==> config.mk <==
export PLATFORM = sky130hd
export DESIGN_NAME = debounce_scan_controller_flat
export DESIGN_NICKNAME = d
export VERILOG_FILES = /design/src/rtl/debounce_scan_controller_pkg.sv /design/src/rtl/debounce_scan_controller_if.sv /design/src/rtl/debounce_scan_controller_arbiter.sv /design/src/rtl/debounce_scan_controller.sv /design/src/flat_wrapper.sv
export SDC_FILE = /design/constraint.sdc
export NUM_CORES = 1
export LEC_CHECK = 0
export ABC_CLOCK_PERIOD_IN_PS = 2360
export BUFFER_PORTS_ARGS = -buffer_cell sky130_fd_sc_hd__buf_2
export CAP_MARGIN = 20
export CORE_ASPECT_RATIO = 0.7
export CORE_MARGIN = 8
export CORE_UTILIZATION = 43
export CTS_CLUSTER_DIAMETER = 80
export DETAILED_ROUTE_END_ITERATION = 10
export GPL_ROUTABILITY_DRIVEN = 0
export HOLD_SLACK_MARGIN = 0.15
export PLACE_DENSITY_LB_ADDON = 0.12
export SLEW_MARGIN = 20
export SYNTH_ARGS = -nofsm -noshare
export SYNTH_HDL_FRONTEND = slang
export SYNTH_SLANG_ARGS = --single-unit
==> constraint.sdc <==
create_clock -name i_Clk -period 2.36 [get_ports i_Clk]
set_clock_uncertainty 0.15 [all_clocks]
set_input_delay 0.236 -clock i_Clk [delete_from_list [all_inputs] [get_ports i_Clk]]
set_output_delay 0.236 -clock i_Clk [all_outputs]
set_load 0.02 [all_outputs]
==> src/rtl/debounce_scan_controller_pkg.sv <==
`default_nettype none
// debounce_scan_controller_pkg -- shared types/constants for the scanned debouncer (rev 1.0).
package debounce_scan_controller_pkg;

   typedef enum logic [0:0] {
      SCAN  = 1'b0,
      COUNT = 1'b1
   } scan_state_t;

   localparam int c_DEFAULT_DEBOUNCE_LIMIT = 250000;
   localparam int c_DEFAULT_CLK_HZ         = 25_000_000;

   function automatic int idx_width(input int n);
      return (n > 1) ? $clog2(n) : 1;
   endfunction

endpackage
`default_nettype wire

==> src/rtl/debounce_scan_controller_if.sv <==
`default_nettype none
// debounce_scan_controller_if -- valid/ready event port (rev 1.0).
// DEBOUNCE_RELEASE_EVENT_EN adds o_Event_Release.
interface debounce_scan_controller_if
   import debounce_scan_controller_pkg::*;
#(
   parameter int c_NUM_SWITCHES = 4
);
   localparam int c_ID_W = idx_width(c_NUM_SWITCHES);

   logic              o_Event_Valid;
   logic [c_ID_W-1:0] o_Event_Id;
   logic              i_Event_Ready;
`ifdef DEBOUNCE_RELEASE_EVENT_EN
   logic              o_Event_Release;

   modport master (output o_Event_Valid, o_Event_Id, o_Event_Release, input i_Event_Ready);
   modport slave  (input o_Event_Valid, o_Event_Id, o_Event_Release, output i_Event_Ready);
`else
   modport master (output o_Event_Valid, o_Event_Id, input i_Event_Ready);
   modport slave  (input o_Event_Valid, o_Event_Id, output i_Event_Ready);
`endif

endinterface
`default_nettype wire

==> src/rtl/debounce_scan_controller_arbiter.sv <==
`default_nettype none
// rr_event_arbiter -- round-robin pick from a pending vector into a registered valid/ready slot (rev 1.0).
module rr_event_arbiter
   import debounce_scan_controller_pkg::*;
#(
   parameter  int c_NUM_SOURCES = 4,
   localparam int c_SEL_W       = idx_width(c_NUM_SOURCES)
) (
   input  wire logic                     clk,
   input  wire logic                     rst_n,
   input  wire logic [c_NUM_SOURCES-1:0] pending,
   input  wire logic                     ready,
   output logic                          valid,
   output logic [c_SEL_W-1:0]            grant,
   output logic                          load,
   output logic [c_SEL_W-1:0]            load_idx
);

   logic [c_SEL_W-1:0] rr_ptr;
   logic               found;

   // First set bit at or above rr_ptr, wrapping past the top source.
   always_comb begin
      found    = 1'b0;
      load_idx = '0;
      for (int k = 0; k < c_NUM_SOURCES; k++) begin
         int j;
         j = int'(rr_ptr) + k;
         if (j >= c_NUM_SOURCES) j = j - c_NUM_SOURCES;
         if (!found && pending[c_SEL_W'(j)]) begin
            found    = 1'b1;
            load_idx = c_SEL_W'(j);
         end
      end
   end

   assign load = found && (!valid || ready);

   always_ff @(posedge clk or negedge rst_n) begin
      if (!rst_n) begin
         valid  <= 1'b0;
         grant  <= '0;
         rr_ptr <= '0;
      end else if (load) begin
         valid  <= 1'b1;
         grant  <= load_idx;
         rr_ptr <= (load_idx == c_SEL_W'(c_NUM_SOURCES - 1)) ? '0 : load_idx + 1'b1;
      end else if (ready) begin
         valid  <= 1'b0;
      end
   end

endmodule
`default_nettype wire

==> src/rtl/debounce_scan_controller.sv <==
`default_nettype none
// debounce_scan_controller -- one shared debounce counter scanned across all switches (rev 1.0).
// DEBOUNCE_RELEASE_EVENT_EN also queues release events and drives o_Event_Release.
module debounce_scan_controller
   import debounce_scan_controller_pkg::*;
#(
   parameter int c_NUM_SWITCHES   = 4,
   parameter int c_DEBOUNCE_LIMIT = c_DEFAULT_DEBOUNCE_LIMIT
) (
   input  wire logic                      i_Clk,
   input  wire logic                      i_Rst_L,
   input  wire logic [c_NUM_SWITCHES-1:0] i_Switch,
   output logic [c_NUM_SWITCHES-1:0]      o_Switch,
   output logic                           o_Overflow,
   debounce_scan_controller_if.master     evt
);

   localparam int c_CNT_W = $clog2(c_DEBOUNCE_LIMIT + 1);
   localparam int c_IDX_W = idx_width(c_NUM_SWITCHES);
`ifdef DEBOUNCE_RELEASE_EVENT_EN
   localparam int c_NUM_SRC = 2 * c_NUM_SWITCHES;
`else
   localparam int c_NUM_SRC = c_NUM_SWITCHES;
`endif
   localparam int c_SRC_W = idx_width(c_NUM_SRC);

   scan_state_t          state, state_nx;
   logic [c_CNT_W-1:0]   cnt, cnt_nx;
   logic [c_IDX_W-1:0]   idx, idx_nx, idx_inc;
   logic                 mismatch;
   logic                 commit;
   logic [c_NUM_SRC-1:0] pending, set_vec, clr_vec;
   logic                 arb_valid, arb_load;
   logic [c_SRC_W-1:0]   arb_grant, arb_load_idx;

   assign idx_inc  = (idx == c_IDX_W'(c_NUM_SWITCHES - 1)) ? '0 : idx + 1'b1;
   assign mismatch = i_Switch[idx] != o_Switch[idx];

   always_comb begin
      state_nx = state;
      cnt_nx   = cnt;
      idx_nx   = idx;
      commit   = 1'b0;
      case (state)
         SCAN: begin
            if (mismatch) begin
               state_nx = COUNT;
               cnt_nx   = c_CNT_W'(1);
            end else begin
               idx_nx   = idx_inc;
            end
         end
         COUNT: begin
            if (!mismatch) begin
               state_nx = SCAN;
               cnt_nx   = '0;
               idx_nx   = idx_inc;
            end else if (cnt == c_CNT_W'(c_DEBOUNCE_LIMIT - 1)) begin
               state_nx = SCAN;
               cnt_nx   = '0;
               idx_nx   = idx_inc;
               commit   = 1'b1;
            end else begin
               cnt_nx   = cnt + 1'b1;
            end
         end
         default: state_nx = SCAN;
      endcase
   end

   // Press sources sit at even slots, releases at odd slots, when release events are enabled.
   always_comb begin
      set_vec = '0;
      if (commit) begin
`ifdef DEBOUNCE_RELEASE_EVENT_EN
         set_vec[{idx, ~i_Switch[idx]}] = 1'b1;
`else
         set_vec[idx] = i_Switch[idx];
`endif
      end
   end

   always_comb begin
      clr_vec = '0;
      if (arb_load) clr_vec[arb_load_idx] = 1'b1;
   end

   // A set landing on the same edge as its load-clear survives, so it is not an overflow.
   always_ff @(posedge i_Clk or negedge i_Rst_L) begin
      if (!i_Rst_L) begin
         state      <= SCAN;
         cnt        <= '0;
         idx        <= '0;
         o_Switch   <= '0;
         pending    <= '0;
         o_Overflow <= 1'b0;
      end else begin
         state   <= state_nx;
         cnt     <= cnt_nx;
         idx     <= idx_nx;
         pending <= (pending & ~clr_vec) | set_vec;
         if (commit) o_Switch[idx] <= i_Switch[idx];
         if (|(set_vec & pending & ~clr_vec)) o_Overflow <= 1'b1;
      end
   end

   rr_event_arbiter #(
      .c_NUM_SOURCES (c_NUM_SRC)
   ) u_arbiter (
      .clk      (i_Clk),
      .rst_n    (i_Rst_L),
      .pending  (pending),
      .ready    (evt.i_Event_Ready),
      .valid    (arb_valid),
      .grant    (arb_grant),
      .load     (arb_load),
      .load_idx (arb_load_idx)
   );

   assign evt.o_Event_Valid = arb_valid;
`ifdef DEBOUNCE_RELEASE_EVENT_EN
   assign evt.o_Event_Id      = arb_grant[c_SRC_W-1:1];
   assign evt.o_Event_Release = arb_grant[0];
`else
   assign evt.o_Event_Id      = arb_grant;
`endif

endmodule
`default_nettype wire

==> src/flat_wrapper.sv <==
// flat-port wrapper written by rule: the top's interface ports become plain ports
module debounce_scan_controller_flat import debounce_scan_controller_pkg::*;
#(
   parameter int c_NUM_SWITCHES   = 4,
   parameter int c_DEBOUNCE_LIMIT = c_DEFAULT_DEBOUNCE_LIMIT
)
  (i_Clk, i_Rst_L, i_Switch, o_Switch, o_Overflow, evt_o_Event_Valid, evt_o_Event_Id, evt_i_Event_Ready);
  debounce_scan_controller_if #(.c_NUM_SWITCHES(c_NUM_SWITCHES)) evt_i ();
  input  wire logic i_Clk;
  input  wire logic i_Rst_L;
  input  wire logic [c_NUM_SWITCHES-1:0] i_Switch;
  output logic [c_NUM_SWITCHES-1:0] o_Switch;
  output logic o_Overflow;
  output wire logic [$bits(evt_i.o_Event_Valid)-1:0] evt_o_Event_Valid;
  output wire logic [$bits(evt_i.o_Event_Id)-1:0] evt_o_Event_Id;
  input wire logic [$bits(evt_i.i_Event_Ready)-1:0] evt_i_Event_Ready;
  assign evt_o_Event_Valid = evt_i.o_Event_Valid;
  assign evt_o_Event_Id = evt_i.o_Event_Id;
  assign evt_i.i_Event_Ready = evt_i_Event_Ready;
  debounce_scan_controller #(.c_NUM_SWITCHES(c_NUM_SWITCHES), .c_DEBOUNCE_LIMIT(c_DEBOUNCE_LIMIT)) u_core (.i_Clk(i_Clk), .i_Rst_L(i_Rst_L), .i_Switch(i_Switch), .o_Switch(o_Switch), .o_Overflow(o_Overflow), .evt(evt_i));
endmodule
* After elaboration in Yosys (flattened, before gate mapping) *
Index checks and enable logic that the tools add are counted.
Widths: inputs -> output; s select.

word-level totals
  flip-flop bits (word level) = 35
  output and inout bits = 8
  logic and storage cells = 113

cells by class
  add/subtract/negate cells = 10
  $lt $le $gt $ge = 12
  equality and inequality tests = 7
  multiplexer cells = 54
  bitwise gates (word level) = 7
  reduce and logical (&&, ||, !) cells = 14

operators by type and width
  kind                   number
  $mux 18                3
  $pmux 18 s2            1
  $mux 2                 13
  $mux 1                 24
  $add 18x1->18 const B  1
  $eq 18x18->1 const B   1
  $and 4x4->4            4
  $lt 2x4->1 const B     4
  $bmux 1 s2             6
  $ge 3x3->1 const B     3
  $mux 4                 2
  $sub 2x1->2 const B    4
  $add 2x2->3 const B    2
  $logic_and 1x1->1      6
  $lt 2x3->1 const B     2
  $add 2x1->2 const B    2
  $bwmux 4               1
  $demux 1 s2            2
  $eq 2x2->1 const B     2
  $ge 2x1->1 const B     2
  $logic_not 1->1        4
  $not 4->4              1
  $or 4x4->4             1
  $pmux 2 s2             1
  12 further kinds       12

* Logic depth before layout (Yosys ltp) *
Gate-level depths: netlist of the first run.

  word-level depth = 23
  gate-level depth with buffers = 10
  mapped depth without buffers = 10

* Modules after synthesis *
From an unflattened synthesis of the first run, not the netlist that was laid out.

unflattened totals
  cells, all modules = 217
  area, all modules = 2147.1 um^2

by module, submodules not included
  module                    times used  cells an instance  area an instance (um^2)  sequential area each (um^2)
  debounce_scan_controller  1           188                1868.0                   750.7
  rr_event_arbiter          1           29                 279.0                    125.1

* Worst setup path before layout of the first run *
Ideal clock, no wire load.

  kind = reg-to-reg
  start point = register u_core.o_Switch[0]
  end point = register u_core.cnt[17]
  library setup time = 0.069 ns
  data arrival time = 1.944 ns
  setup slack = 0.198 ns
  stages on the path, launching flop included = 7
  buffers on the path = 1
  cells stage by stage = dfrtp_1 xnor2_1 mux4_2 a211o_1 buf_6 or3_1 nand3_1

between the ends
  cells in the longest elaborated chain, start to end = 5
  elaborated cells between the ends (all ways) = 6
  those cells by class = 2 x eq/ne; 4 x mux

RTL lines
  element                            line                             text
  from (decl)                        debounce_scan_controller.sv:13   output logic [c_NUM_SWITCHES-1:0] o_Switch,
  from (signal, indexed assignment)  debounce_scan_controller.sv:102  if (commit) o_Switch[idx] <= i_Switch[idx];
  $bmux 1 s2 *                       debounce_scan_controller.sv:37   assign mismatch = i_Switch[idx] != o_Switch[idx];
  $mux 1 (implied by the code) *     debounce_scan_controller.sv:37
  $ne 1x1->1 *                       debounce_scan_controller.sv:37
  $mux 18                            debounce_scan_controller.sv:54   if (!mismatch) begin
  $pmux 18 s2                        debounce_scan_controller.sv:44   case (state)
  to (signal assigned)               debounce_scan_controller.sv:99   cnt <= cnt_nx;
  to (decl)                          debounce_scan_controller.sv:28   logic [c_CNT_W-1:0] cnt, cnt_nx;

Every way passes the cells marked *; elsewhere a longest branch is shown, timed or not. The select of a mux whose other input is x is not followed.
A chain may end at the register's enable or synchronous reset.

* Worst setup path in the final report of the first run *
  start point = register u_core.o_Switch[0]
  end point = register u_core.cnt[6]

The elaborated chain is that of the path after synthesis.

==> flow_summary.json, run 1 <==
{
  "design_area_sq_mm": 0.00243,
  "min_from": "evt_i_Event_Ready",
  "grt_usage_pct": 14.0,
  "cts.path.max_buffers": 2,
  "finalPower_w": 0.00173,
  "place_area_sq_mm": 0.00231,
  "dr.pass1.iters": 4,
  "grt_pass1_wl_um": 8120,
  "io_pins": 15,
  "cts_tree": "done",
  "final_nets": 267,
  "layout-drive-gt1-share_pct": 21.0,
  "grt_max_degree": 36,
  "fp-row-count": 21,
  "setup_viol_count_final": 0,
  "slew_violations": 0,
  "port_buffers": 14,
  "netlist.top_cell.by_area": "dfrtp_1",
  "drc_errors": 0,
  "hold_path_depth": 3,
  "finalCritPeriodShare_pct": 94.6,
  "worstPathArrival_ps": 2280,
  "critPathMaxFanout": 11,
  "power.density_cell_area_mw_per_mm2": 713,
  "yosysWarnings": 0,
  "fmax_ghz": 0.448,
  "slowest_stage": "mux4_2",
  "cts_setup_buffers": 0,
  "max_stage_delay_ps": 560,
  "cts_buffers": 5,
  "tns_ps": 0,
  "cp-end-kind": "register",
  "h-tree-depth": 2,
  "die-area_sq_mm": 0.00738,
  "netlist_area_sq_mm": 0.00209,
  "clk_latency_ps": 280,
  "regArea_sq_um": 876,
  "multi_input_area_sq_mm": 0.00118,
  "cts-root-buf": "clkbuf_8",
  "ys_top_cells_by_area": "dfrtp_1 42%, nand3_1 5.5%, ha_1 5.4%",
  "fin_cells": 309,
  "start_util_pct": 44.2,
  "grt_pass1_vias": 1628,
  "seq_area_frac_synth_pct": 41.9,
  "vias": 1702,
  "crit_type": "reg2reg",
  "wl_per_cell_um": 15.5,
  "nFillCells": 456,
  "synthFlopType": "dfrtp_1",
  "r2r-end": "u_core.cnt[6]$_DFFE_PN0P_",
  "rr_worst_depth": 5,
  "ys_ff_latch": 35,
  "required_ps": 2400,
  "finalHoldViolCount": 0,
  "cp_cell_sequence": "xnor2_1 > mux4_2 > a211o_2 > or3_1 > o21ai_0",
  "hold_end": "u_core.u_arbiter.valid$_DFFE_PN0P_",
  "wl_um": 4780,
  "antenna-diode-count": 0,
  "critical_path.startpoint_type": "register",
  "die_w_um": 99.3,
  "place_inst": 300,
  "grt-ovfl-total": 0,
  "maxCapViolCount": 0,
  "rsz0062_at_grt": "false",
  "status": "finished, final reports clean",
  "synth_edf_count": 0,
  "synthArstFlopShare_pct": 100,
  "syn_area_per_cell_sq_um": 9.54,
  "ir_drop_uv": 415,
  "areaGrowthSynthToFinish_pct": 16.5,
  "r2r_start": "u_core.o_Switch[0]$_DFFE_PN0P_",
  "netlist_instances": 219,
  "ant_nets": 0,
  "path_clk_slew_ps": 70,
  "cts.sinks": 35,
  "worst_slew_pin_slew_ps": 810,
  "dp_hpwl_um": 3510,
  "syn_nets": 235,
  "core_area_sq_mm": 0.00473,
  "fin_crit_ps": 2230,
  "routed_via_density": 5.51,
  "power_leakage_nw": 1.15,
  "yosysTopAreaCellShare_pct": 41.9,
  "antenna_found_initial": 0,
  "r2r_setup_slack_ps": 130,
  "synth_cell_type_count": 44,
  "worst_slew_margin_rel_pct": 46.0,
  "die_h_um": 74.3,
  "hold_class": "in2reg",
  "drt-initial-drc-count": 124,
  "fin_hold_ws_ps": 247
}
stage by stage:
step / util [%] / setup slack, ps
floorplan: - / 198
global placement: 48.9 / 115
detailed placement: 48.9 / 46.4
CTS: 50.9 / 8.68
global route: 51.5 / 0.696
finish: 51.5 / 128
how the worst max path moves through the flow:
stage | depth (start not counted) | slack (ps) | from | endpoint
after detailed placement | 6 | 50 | u_core.o_Switch[0]$_DFFE_PN0P_ | u_core.cnt[15]$_DFFE_PN0P_
final | 5 | 130 | u_core.o_Switch[0]$_DFFE_PN0P_ | u_core.cnt[6]$_DFFE_PN0P_
after CTS | 6 | 9 | u_core.o_Switch[0]$_DFFE_PN0P_ | u_core.cnt[6]$_DFFE_PN0P_
after floorplan | 6 | 200 | u_core.o_Switch[0]$_DFFE_PN0P_ | u_core.cnt[17]$_DFFE_PN0P_
after global routing | 6 | 0.7 | u_core.cnt[0]$_DFFE_PN0P_ | u_core.idx[0]$_DFFE_PN0N_
after global placement | 5 | 110 | u_core.cnt[11]$_DFFE_PN0P_ | u_core.cnt[9]$_DFFE_PN0P_
cells in the mapped netlist, types with 6 or more instances:
master,instances
mux2_2,7
nand2b_1,6
inv_1,7
nor2_1,9
nand3_1,23
a21o_1,6
dfrtp_1,35
ha_1,9
a21oi_1,6
nor3_1,6
o21ai_0,13
nand2_1,28
or3_1,11
power breakdown:
part           switching [W]  internal [W]
combinational       0.000361      0.000255
sequential         0.0000488      0.000647
clock               0.000221      0.000202
layer usage:
metal  vias up  part of all wire [%]  GRT usage (%)
met2        36                    38           18.8
met4         0                  0.44           3.51
met1       800                    56           20.8
met5         -                     0              0
met3         2                   5.8           4.30
li1        864                     -              -
worst max-delay path, delay by kind of cell (launching register included):
family | cells | cell delay [ps]
AOI/OAI and AO/OA | 2 | 490
xor gates and xnor gates | 1 | 150
DFF | 1 | 430
muxes | 1 | 560
and+or+nand+nor | 1 | 360
flip-flops by register name, summed over array words and instances (netlist names):
register	cells
u_core.o_Switch	4
u_core.idx	2
u_core.pending	4
u_core.cnt	18
u_core.o_Overflow	1
u_core.u_arbiter.valid	1
u_core.state	1
u_core.u_arbiter.grant	2
u_core.u_arbiter.rr_ptr	2
cell families after synthesis:
group | count (synthesis) | share of synthesized area [%]
AOI/OAI and AO/OA | 41 | 13.1
muxes | 11 | 7.66
adders and majority gates | 9 | 5.39
buffers and inverters | 12 | 2.69
and+or+nand+nor | 101 | 25.1
DFF | 35 | 41.9
xor gates and xnor gates | 10 | 4.19
area by class of cell:
cell class / instances / share of cell area, %
timing repair buffer: 30 / 7.92
clock inverter: 3 / 0.617
tap: 57 / 2.93
inverter: 7 / 1.08
clock buffer: 5 / 2.83
multi-input combinational: 172 / 48.6
sequential: 35 / 36.0
repair_timing:
action / in CTS / in global routing
hold buffers: 1 / 0
endpoints found under the hold margin: 35 / 0
setup endpoints to repair: 0 / 11
resized for setup: 0 / 7
cell usage in the layout (no fill, tap or decap), drive strengths merged, types with 2 or more instances in the layout:
master  Yosys  layout
buf         4      29
nand2b      6       6
clkinv      0       3
or3        11      11
dfrtp      35      35
a211o       2       2
a21boi      4       4
and3        3       3
nor2        9       9
a21o        6       6
xor2        5       5
mux4        3       3
nand2      28      28
nand3      23      23
nand4       3       3
a22oi       2       2
inv         7       7
ha          9       9
clkbuf      1       5
o21ai      13      13
nor3        6       6
nor4        3       3
xnor2       5       5
mux2        7       7
a21oi       6       6
and4        2       2
Power figures use the tool's default switching activity.
==> run 2, diff against run 1 <==
--- a/config.mk
+++ b/config.mk
@@ -7,5 +7,5 @@
 export LEC_CHECK = 0
 export ABC_CLOCK_PERIOD_IN_PS = 2360
-export BUFFER_PORTS_ARGS = -buffer_cell sky130_fd_sc_hd__buf_2
+export BUFFER_PORTS_ARGS = -buffer_cell sky130_fd_sc_hd__buf_4
 export CAP_MARGIN = 20
 export CORE_ASPECT_RATIO = 0.7
==> constraint.sdc (replaced) <==
create_clock -name i_Clk -period 2.36 [get_ports i_Clk]
set_clock_uncertainty 0.15 [all_clocks]
set_input_delay 0.354 -clock i_Clk [delete_from_list [all_inputs] [get_ports i_Clk]]
set_output_delay 0.354 -clock i_Clk [all_outputs]
set_load 0.02 [all_outputs]
==> flow_summary.json, run 2 (same netlist as run 1, synthesis figures left out) <==
{
  "ir_drop_uv": 445,
  "grt_pass1_vias": 1640,
  "routed_via_density": 5.59,
  "vias": 1705,
  "fin_util_pct": 51.6,
  "hold_class": "reg2reg",
  "reg_top3": "u_core.cnt x18, u_core.o_Switch x4, u_core.pending x4",
  "fin_crit_ps": 2220,
  "worst_slew_margin_rel_pct": 61.8,
  "cts_setup_buffers": 0,
  "nFillCells": 453,
  "min_from": "u_core.o_Overflow$_DFFE_PN0P_",
  "worstPathArrival_ps": 2290,
  "power.density_cell_area_mw_per_mm2": 707,
  "fmax_ghz": 0.450,
  "final_cell_mix": "35 x dfrtp_1, 28 x nand2_1, 25 x buf_4",
  "grt_usage_pct": 13.6,
  "cts-root-buf": "clkbuf_8",
  "required_ps": 2430,
  "r2r_start": "u_core.o_Switch[0]$_DFFE_PN0P_",
  "ant_nets": 0,
  "rsz0062_at_grt": "false",
  "cp-end-kind": "register",
  "critical_path.startpoint_type": "register",
  "crit_type": "reg2reg",
  "start_util_pct": 44.2,
  "slowest_stage": "mux4_2",
  "drt-initial-drc-count": 73,
  "port_buffers": 14,
  "cp_cell_sequence": "xnor2_1 > mux4_2 > a211o_2 > or3_1 > nand3_1",
  "antenna_found_initial": 0,
  "final_nets": 263,
  "grt-ovfl-total": 0,
  "slew_violations": 0,
  "h-tree-depth": 2,
  "grt_max_degree": 36,
  "maxCapViolCount": 0,
  "finalCritPeriodShare_pct": 94.1,
  "cp_num_buf_inv": 0,
  "largest_register": "u_core.cnt",
  "cts_tree": "done",
  "dp_slack_ps": -60.2,
  "path_delay_family": "multiplexers",
  "power_leakage_nw": 1.12,
  "clk_latency_ps": 290,
  "cts.path.max_buffers": 2,
  "finalHoldViolCount": 0,
  "grt_pass1_wl_um": 8030,
  "antenna-diode-count": 0,
  "dr.pass1.iters": 4,
  "drc_errors": 0,
  "finalPower_w": 0.00173,
  "wl_per_cell_um": 15.2,
  "die_w_um": 99.3,
  "cts.sinks": 35,
  "critPathMaxFanout": 11,
  "fin_hold_ws_ps": 305,
  "die-area_sq_mm": 0.00738,
  "final_common_cell": "dfrtp_1",
  "fp-row-count": 21,
  "wl_um": 4620,
  "path_clk_slew_ps": 70,
  "largest_register_ff_count": 18,
  "areaGrowthSynthToFinish_pct": 16.9,
  "worst_slack_ps": 139,
  "io_pins": 15,
  "die_h_um": 74.3,
  "worst_slew_pin_slew_ps": 572,
  "layout-drive-gt1-share_pct": 19.4,
  "max_stage_delay_ps": 560,
  "cts_buffers": 5,
  "core_area_sq_mm": 0.00473,
  "dp_hpwl_um": 3380,
  "tns_ps": 0,
  "setup_viol_count_final": 0,
  "status": "finished, final reports clean",
  "worstSetupStartpoint": "u_core.o_Switch[0]$_DFFE_PN0P_"
}
run 2: cell types whose count changed in the layout (fill, tap and decap cells not counted), sizes merged:
cell	before	now
buf	29	25
clkbuf	5	7
clkinv	3	1
run 2: final cells by class:
cell class              instances  area (sq um)  area share (%)
clock buffers                   7          76.3            3.13
clock inverters                 1          5.00           0.205
inverters                       7          26.3            1.08
multi-input cells             172          1190            48.7
flip-flops and latches         35           876            35.9
well taps                      57          71.3            2.92
repair buffers                 26           198            8.09
run 2: through the flow:
stage,cells,cell area (sq um)
final,305,2440
after global routing,305,2440
after CTS,305,2420
after detailed placement,296,2320
after global placement,296,2320
after floorplan,219,2090
run 2: metal layers:
layer  up-vias  wire, um  GRT usage [%]
met5         -         0              0
met3         5       239           3.83
met1       813      2510           19.2
met2        37      1830           19.3
li1        850         -              -
met4         0        38           4.51
run 2: repair_timing:
| item | 4_1_cts | 5_1_grt |
|---|---|---|
| hold endpoints to repair | 35 | 0 |
| resized for setup | 2 | 5 |
| hold buffers | 1 | 0 |
| setup endpoints to repair | 1 | 9 |
run 2: power by group:
group          internal, W  switching [W]
Combinational     0.000247       0.000365
Sequential        0.000647      0.0000504
Clock             0.000207       0.000210
run 2: path summary, 6_finish.rpt:
path | endpoint | slack [ps] | cells after the start
max in group asynchronous | u_core.o_Switch[3]$_DFFE_PN0P_ | 1340 | 2
min reg2reg | u_core.o_Overflow$_DFFE_PN0P_ | 310 | 1
max reg2reg | u_core.cnt[17]$_DFFE_PN0P_ | 140 | 5
min | u_core.o_Overflow$_DFFE_PN0P_ | 310 | 1
max | u_core.cnt[17]$_DFFE_PN0P_ | 140 | 5
min in group asynchronous | u_core.cnt[3]$_DFFE_PN0P_ | 400 | 2
